`config.mk`:
```
export PLATFORM = sky130hd
export DESIGN_NAME = jolt_sum_accumulator
export DESIGN_NICKNAME = d
export VERILOG_FILES = /design/src/rtl/jolt_pkg.sv /design/src/rtl/bcd_digit_add.sv /design/src/rtl/jolt_sum_accumulator.sv
export SDC_FILE = /design/constraint.sdc
export NUM_CORES = 1
export LEC_CHECK = 0
export ABC_AREA = 1
export CAP_MARGIN = 20
export CELL_PAD_IN_SITES_DETAIL_PLACEMENT = 2
export CELL_PAD_IN_SITES_GLOBAL_PLACEMENT = 2
export CORE_MARGIN = 5
export CORE_UTILIZATION = 30
export DETAILED_ROUTE_END_ITERATION = 10
export PLACE_DENSITY = 0.94
export SLEW_MARGIN = 20
export SYNTH_ARGS = -nofsm -noshare
export SYNTH_HDL_FRONTEND = slang
export SYNTH_SLANG_ARGS = --single-unit
```
`constraint.sdc`:
```
create_clock -name clk -period 6.4 [get_ports clk]
set_input_delay 0.64 -clock clk [delete_from_list [all_inputs] [get_ports clk]]
set_output_delay 0.64 -clock clk [all_outputs]
set_load 0.1 [all_outputs]
```
`src/rtl/jolt_pkg.sv`:
```
// Shared types for the joltage pipeline: BCD digits, the packed 2-digit joltage
// that the finder produces, and the accumulator FSM states.
package jolt_pkg;

  typedef logic [3:0] bcd_digit_t;

  localparam bcd_digit_t BCD_MAX = 4'd9;

  typedef enum logic [1:0] {
    IDLE = 2'd0,
    ADD  = 2'd1,
    DONE = 2'd2
  } jolt_state_e;

  typedef struct packed {
    bcd_digit_t tens;
    bcd_digit_t units;
  } joltage_t;

  function automatic logic is_bcd_joltage(joltage_t j);
    return (j.tens <= BCD_MAX) && (j.units <= BCD_MAX);
  endfunction

endpackage

```
`src/rtl/bcd_digit_add.sv`:
```
// Single-digit BCD adder with decimal correction: digit = (a+b+cin) mod 10.
// Inputs are assumed to be legal BCD digits, so the raw sum never exceeds 19.
module bcd_digit_add
  import jolt_pkg::*;
(
  input  logic [3:0] a,
  input  logic [3:0] b,
  input  logic       cin,
  output logic [3:0] digit,
  output logic       cout
);

  logic [4:0] raw;

  always_comb begin
    raw   = {1'b0, a} + {1'b0, b} + {4'b0000, cin};
    cout  = (raw > 5'(BCD_MAX));
    digit = cout ? 4'(raw - 5'd10) : raw[3:0];
  end

endmodule

```
`src/rtl/jolt_sum_accumulator.sv`:
```
// Accumulates per-bank 2-digit BCD joltages into a multi-digit BCD total,
// one digit per clock, and holds the final total until the sink takes it.
module jolt_sum_accumulator
  import jolt_pkg::*;
#(
  parameter int SUM_DIGITS  = 6,
  parameter int COUNT_WIDTH = 12
) (
  input  logic                      clk,
  input  logic                      rst,
  input  logic                      in_valid,
  output logic                      in_ready,
  input  logic [7:0]                in_bcd,
  input  logic                      in_last,
  output logic                      out_valid,
  input  logic                      out_ready,
  output logic [4*SUM_DIGITS-1:0]   sum_bcd,
  output logic [COUNT_WIDTH-1:0]    bank_count,
  output logic                      overflow,
  output logic                      bad_digit
);

  localparam int IDX_W = $clog2(SUM_DIGITS);
  localparam logic [IDX_W-1:0] LAST_IDX = IDX_W'(SUM_DIGITS - 1);

  localparam logic [1:0] S_IDLE = IDLE;
  localparam logic [1:0] S_ADD  = ADD;
  localparam logic [1:0] S_DONE = DONE;

  logic [1:0]             state;
  logic [IDX_W-1:0]       idx;
  logic                   carry;
  joltage_t               lat_jolt;
  logic                   lat_last;

  joltage_t               in_jolt;
  logic                   in_ok;
  logic                   take;
  logic [COUNT_WIDTH:0]   count_inc;

  logic [3:0]             sum_digit;
  logic [3:0]             addend;
  logic [3:0]             add_digit;
  logic                   add_cout;
  logic [4*SUM_DIGITS-1:0] sum_upd;

  assign in_jolt   = in_bcd;
  assign in_ok     = is_bcd_joltage(in_jolt);
  assign in_ready  = (state == S_IDLE) && !rst;
  assign out_valid = (state == S_DONE) && !rst;
  assign take      = in_valid && in_ready;
  assign count_inc = {1'b0, bank_count} + (COUNT_WIDTH + 1)'(1);

  // Only digits 0 and 1 receive the joltage; higher digits just ripple the carry.
  always_comb begin
    sum_digit = 4'd0;
    for (int i = 0; i < SUM_DIGITS; i++) begin
      if (idx == IDX_W'(i)) sum_digit = sum_bcd[4*i +: 4];
    end
    if (idx == IDX_W'(0))      addend = lat_jolt.units;
    else if (idx == IDX_W'(1)) addend = lat_jolt.tens;
    else                       addend = 4'd0;
  end

  bcd_digit_add u_digit_add (
    .a     (sum_digit),
    .b     (addend),
    .cin   (carry),
    .digit (add_digit),
    .cout  (add_cout)
  );

  always_comb begin
    sum_upd = sum_bcd;
    for (int i = 0; i < SUM_DIGITS; i++) begin
      if (idx == IDX_W'(i)) sum_upd[4*i +: 4] = add_digit;
    end
  end

  always_ff @(posedge clk) begin
    if (rst) begin
      state      <= S_IDLE;
      idx        <= '0;
      carry      <= 1'b0;
      lat_jolt   <= '0;
      lat_last   <= 1'b0;
      sum_bcd    <= '0;
      bank_count <= '0;
      overflow   <= 1'b0;
      bad_digit  <= 1'b0;
    end else begin
      case (state)
        S_IDLE: begin
          if (take) begin
            if (!in_ok) begin
              bad_digit <= 1'b1;
              if (in_last) state <= S_DONE;
            end else begin
              lat_jolt   <= in_jolt;
              lat_last   <= in_last;
              bank_count <= count_inc[COUNT_WIDTH-1:0];
              if (count_inc[COUNT_WIDTH]) overflow <= 1'b1;
              carry      <= 1'b0;
              idx        <= '0;
              state      <= S_ADD;
            end
          end
        end
        // Always walks every digit so the add latency is fixed.
        S_ADD: begin
          sum_bcd <= sum_upd;
          carry   <= add_cout;
          if (idx == LAST_IDX) begin
            idx <= '0;
            if (add_cout) overflow <= 1'b1;
            state <= lat_last ? S_DONE : S_IDLE;
          end else begin
            idx <= idx + IDX_W'(1);
          end
        end
        S_DONE: begin
          if (out_ready) begin
            sum_bcd    <= '0;
            bank_count <= '0;
            overflow   <= 1'b0;
            bad_digit  <= 1'b0;
            state      <= S_IDLE;
          end
        end
        default: state <= S_IDLE;
      endcase
    end
  end

endmodule

```
Yosys cells after proc, flatten, opt, wreduce, memory -nomap -nowiden --
Cells that the tools add are included.
Word-level totals: output and inout port bits 40, bits of input ports 13, word-level logic and storage cells 111, flip-flop bits (word level) 53
Cells by class: $lt $le $gt $ge 3, equal/unequal tests 20, reductions and logical operators 23, muxes and demuxes 45, $add $sub $neg 5
Operator list (number):
- 2-to-1 mux 4 bit | 15
- case mux 24 bit (2 select lines) | 1
- 2-to-1 mux 12 bit | 3
- 2-to-1 mux 24 bit | 1
- inequality test 2 bit, second input constant | 12
- case mux 12 bit (2 select lines) | 1
- AND reduction 3 bit | 8
- adder 12 x 1 -> 13 bit, second input constant | 1
- 2-to-1 mux 2 bit | 6
- AND reduction 4 bit | 3
- 2-to-1 mux 1 bit | 10
- 2-to-1 mux 3 bit | 3
- less-or-equal comparator 4 bit, second input constant | 2
- AND reduction 7 bit | 1
- == test 3 x 2 -> 1 bit, second input constant | 2
- == test 3 bit, second input constant | 2
- case mux 2 bit (3 select lines) | 1
- case mux 3 bit (2 select lines) | 1
- nonzero test 2 bit | 3
- adder 4 x 4 -> 5 bit | 1
- adder 5 x 1 -> 5 bit | 1
- > comparator 5 x 4 -> 1 bit, second input constant | 1
- logical AND 1 bit | 4
- case mux 1 bit (2 select lines) | 2
- 11 further kinds | 11

Longest topological paths before layout --
depth in word-level cells 13, gate-level depth with buffers 23, gate-level depth less buffers 23

Cells and area by module --
From an unflattened synthesis, not the netlist that was laid out.
Unflattened totals: cells, all modules 443, area, all modules 2915.3 µm²
Modules (own cells, without submodules):
- jolt_sum_accumulator | cells an instance 396, seq. area each 1061.0 µm², instances 1, area each 2615.0 µm²
- bcd_digit_add | cells an instance 47, seq. area each 0.0 µm², instances 1, area each 300.3 µm²

Worst setup path before layout --
No wires, ideal clock.
path type register to register, start point register sum_bcd[0], end point register sum_bcd[13], path buffers 0, path slack 3.056 ns, library setup time 0.071 ns, stages on the path, launching flop included 18, period minus slack after synthesis 3.344 ns, required time 6.329 ns, arrival time 3.273 ns, cells stage by stage dfxtp_1 > nand2_1 > nand3_1 > o211ai_1 > nand2_1 > a22oi_1 > fa_1 > inv_1 > fa_1 > inv_1 > ha_1 > nand2_1 > a21boi_0 > nand2_1 > nand2_1 > nand2_1 > nand3_1 > a21oi_1
Between the ends: longest elaborated chain between the ends 12, elaborated cells on any way between the ends 13, classes of those cells add/sub: 3; order compare: 1; mux: 9
RTL lines:
- start: declaration | RTL line jolt_sum_accumulator.sv:17 | output logic [4*SUM_DIGITS-1:0] sum_bcd,
- start signal: assignment | RTL line jolt_sum_accumulator.sv:111 | sum_bcd <= sum_upd;
- 2-to-1 mux 4 bit (*) (6 in series) | RTL line jolt_sum_accumulator.sv:58 | if (idx == IDX_W'(i)) sum_digit = sum_bcd[4*i +: 4];
- adder 4 x 4 -> 5 bit (*) | RTL line bcd_digit_add.sv:16 | raw = {1'b0, a} + {1'b0, b} + {4'b0000, cin};
- adder 5 x 1 -> 5 bit (*) | RTL line bcd_digit_add.sv:16
- subtractor 4 bit or > comparator 5 x 4 -> 1 bit (tied branches) | RTL line bcd_digit_add.sv:18, bcd_digit_add.sv:17
- 2-to-1 mux 4 bit (*) | RTL line bcd_digit_add.sv:18 | digit = cout ? 4'(raw - 5'd10) : raw[3:0];
- 2-to-1 mux 4 bit (*) | RTL line jolt_sum_accumulator.sv:76 | if (idx == IDX_W'(i)) sum_upd[4*i +: 4] = add_digit;
- case mux 24 bit (2 select lines) (*) | RTL line jolt_sum_accumulator.sv:92 | case (state)
Mark *: on every way between the ends. The rest lies on a longest branch, timed or not. The select of a mux whose other input is x is not followed. A chain may end at the register's enable or synchronous reset.

Final worst setup path --
start point register idx[0], end point register sum_bcd[14]
Between the ends: longest elaborated chain between the ends 13, elaborated cells on any way between the ends 23, classes of those cells add/sub: 3; order compare: 1; eq/ne: 6; mux: 11; reduce/logical: 2
RTL lines:
- start: declaration | RTL line jolt_sum_accumulator.sv:31 | logic [IDX_W-1:0] idx;
- start signal: assignment | RTL line jolt_sum_accumulator.sv:118 | idx <= idx + IDX_W'(1);
- logical NOT 3 bit | RTL line jolt_sum_accumulator.sv:58, jolt_sum_accumulator.sv:60
- 2-to-1 mux 4 bit (6 in series) | RTL line jolt_sum_accumulator.sv:58
- adder 4 x 4 -> 5 bit | RTL line bcd_digit_add.sv:16
- adder 5 x 1 -> 5 bit | RTL line bcd_digit_add.sv:16
- subtractor 4 bit or > comparator 5 x 4 -> 1 bit (tied branches) | RTL line bcd_digit_add.sv:18, bcd_digit_add.sv:17
- 2-to-1 mux 4 bit | RTL line bcd_digit_add.sv:18
- 2-to-1 mux 4 bit | RTL line jolt_sum_accumulator.sv:76
- case mux 24 bit (2 select lines) | RTL line jolt_sum_accumulator.sv:92
Several ways; a longest one is shown, not always the timed one. The select of a mux whose other input is x is not followed.

==> results.yml <==
global_route:
  grt_max_degree: 32
  grt_pass1_wl_um: 16300
  overflow: 0
  grt.total_usage_pct: 18.0
  grt_pass1_vias: 3170
  antenna_found_initial: 0
clocking:
  clk_pin_slew_ns: 0.12
  cts_tree: "yes"
  cts_hold_buffers: 0
  root_buffer: "clkbuf_8"
  cts_resized: 0
  post_cts_buffers: 0
  clock_latency_ns: 0.33
  clock_path_buffers: 2
  cts.sink_count: 53
  cts_buffers: 5
  htree_levels: 2
job:
  drv_cap: 0
critical_path:
  critPathSlowestCell: "dfxtp_1"
  path_cells: "nor2_1 -> nand2_1 -> clkinv_1 -> nand2_1 -> nand3_1 -> o211ai_1 -> nand2_1 -> a22oi_1 -> fa_1 -> inv_1 -> fa_1 -> nand2_1 -> nand2_1 -> ha_1 -> nand2_1 -> a21boi_0 -> nand2_1 -> nand2_1 -> nand2_1 -> nand3_1 -> a21oi_1"
  crit_top_cell: "nand2_1"
  crit_fanout: 9
  max_stage_delay_ns: 0.46
  required_ns: 6.61
  path_class: "register to register"
  startpoint_type: "register"
  end_kind: "register"
  crit_family: "simple AND/OR/NAND/NOR gates"
  cp.arrival_ns: 4.06
  critical_path_buf_inv_count: 2
pwr:
  p_per_area_nw_per_um2: 289
  cell_internal_pwr_w: 0.000532
  clockPowerShare_pct: 21.3
  vdd_drop_max_v: 0.000147
  combPwrFrac_pct: 40.5
  power_frac_seq_pct: 38.3
  p_leak_nw: 1.38
  swShare_pct: 45.8
  switchingPower_w: 0.000450
final_layout:
  final_area_um2: 3400
  regArea_um2: 1060
  nFillCells: 1074
  drive_gt1_share_pct: 4.56
  fin_nets: 459
  multi_input_area_um2: 1410
  diodes: 0
  area_delta_synth_final_pct: 27.1
sta:
  hold_viol_final: 0
  setup_violations: 0
  max-slew-margin-rel_pct: 33.2
  max_clock_freq_ghz: 0.260
  tns_ns: 0
  report.final.slew_viol_count: 0
  min_period_ns: 3.85
  rsz0062_at_grt: "no"
  fin_crit_sh_pct: 60.2
  worst_pin_slew_ns: 0.999
  finalClockSkew_ns: 0.0154
die:
  io_pins: 53
  start_util_pct: 30.7
  die_area_um2: 10900
  fp-row-count: 34
  dieWidth_um: 104
  die_y_um: 104
  coreArea_um2: 8720
synthesis:
  netlist_top_cells_area: "dfxtp_1 (40%), nand2_1 (11%), a21oi_1 (9.0%)"
  synth_seq_cells: 53
  syn-instance-count: 385
  post-synth-top-area-fraction_pct: 39.7
  netlist_area_um2: 2680
  synth.most_common_cell: "nand2_1"
  yosysWarnings: 0
  synth_flop_cell: "dfxtp_1"
  yosysTopAreaCell: "dfxtp_1"
  async_reset_ff_share_pct: 0
  ys_seq_area_share_pct: 39.7
  synth_nets: 406
  synthTopCellsByCount: "nand2_1 (80), dfxtp_1 (53), a21oi_1 (48)"
  synth-edff-count: 0
  ys_types: 30
  syn-mean-instance-area_um2: 6.95
routing:
  via_count: 2854
  vias_per_cell: 5.22
  dr.pass1.iters: 4
  wl_per_cell_um: 17.4
  drc_errors: 0
  drt_wl_total_um: 9500
  ant_nets: 0
  drtIter0Drc: 59
hold_path:
  min_path_type: "register to register"
place:
  place_congestion: 0.834
  detailed_place_hpwl_um: 7320
  portBuffers: 52
  post_dp_cell_area_um2: 3310
run_status:
  status: "finished clean"
==> cells by family (layout without fill, tap and decap cells) <==
logic type	after synthesis	in the layout	share of synthesized area [%]
AND/OR/NAND/NOR	162	162	26.0
AO/OA/AOI/OAI	108	108	22.4
buffers and inverters	54	108	7.67
flip-flops	53	53	39.7
adder cells (fa/ha/maj)	8	8	4.30
==> stage by stage <==
step	util, %	instances	hold WS, ns	worst slack [ns]	power [W]
6_report	39.0	547	0.497	2.55	0.000982
5_1_grt	39.0	547	0.522	2.12	0.00103
4_1_cts	39.0	547	0.499	2.48	0.000988
3_5_place_dp	37.9	539	0.467	2.50	0.000781
3_3_place_gp	37.9	539	0.459	2.77	0.000760
2_1_floorplan	-	385	0.445	3.06	0.000667
==> worst paths after layout <==
kind | slack, ns | end | start | cells after the start
worst max register to register | 2.55 | sum_bcd[14]$_SDFFE_PP0P_ | idx[0]$_SDFFE_PP0P_ | 21
worst min register to register | 0.50 | sum_bcd[4]$_SDFFE_PP0P_ | sum_bcd[4]$_SDFFE_PP0P_ | 2
worst max-delay path | 2.55 | sum_bcd[14]$_SDFFE_PP0P_ | idx[0]$_SDFFE_PP0P_ | 21
worst min-delay path | 0.50 | sum_bcd[4]$_SDFFE_PP0P_ | sum_bcd[4]$_SDFFE_PP0P_ | 2
==> flip-flops by register name, summed over array words and instances (netlist names) <==
signal and cells:
bank_count 12, bad_digit 1, carry 1, idx 3, overflow 1, sum_bcd 24
lat_last 1, lat_jolt 8, state 2
==> power groups by stage <==
| stage | clock [W] | sequential, W | combinational, W |
|---|---|---|---|
| after CTS | 0.000211 | 0.000376 | 0.000401 |
| final | 0.000209 | 0.000376 | 0.000397 |
| after floorplan | 0 | 0.000499 | 0.000168 |
| after global routing | 0.000226 | 0.000380 | 0.000429 |
| after detailed placement | 0 | 0.000383 | 0.000398 |
| after global placement | 0 | 0.000381 | 0.000379 |
==> final cells by class <==
cell class                      instances  share of cell area (%)
Multi-Input combinational cell        278                    41.4
Sequential cell                        53                    31.2
Timing Repair Buffer                   52                    15.3
Inverter                               48                    5.30
Tap cell                              108                    3.97
Clock buffer                            5                    2.02
Clock inverter                          3                   0.736
==> routing by layer <==
layer  part of all wire (%)  wire length [µm]  track usage, %
met5                      0                 0               0
met2                     52              4980            33.2
met4                   0.77                73            3.15
met1                     44              4170            21.6
met3                    2.9               279            3.48
==> worst min-delay path: cells and delay by family (launching register included) <==
family,cells,cell delay [ns]
simple gates,1,0.06
compound gates,1,0.05
flops,1,0.34
==> cells in the final DEF, fill, tap and decap left out, types with 2 or more instances in the layout <==
master and count:
nand2_2 2, ha_1 6, fa_1 2, dfxtp_1 53
nand2_1 80, o211ai_1 7, clkdlybuf4s50_1 52, clkinv_1 3
a211oi_1 2, a21oi_1 48, o21ai_0 43, nand4_1 3
a22o_1 4, nor2_2 3, nand3b_1 2, nor2_1 43
nor3_1 4, nand3_1 21, inv_1 44, clkbuf_8 5
nand2_4 2
Note: power is estimated with default switching activity, not from simulation.
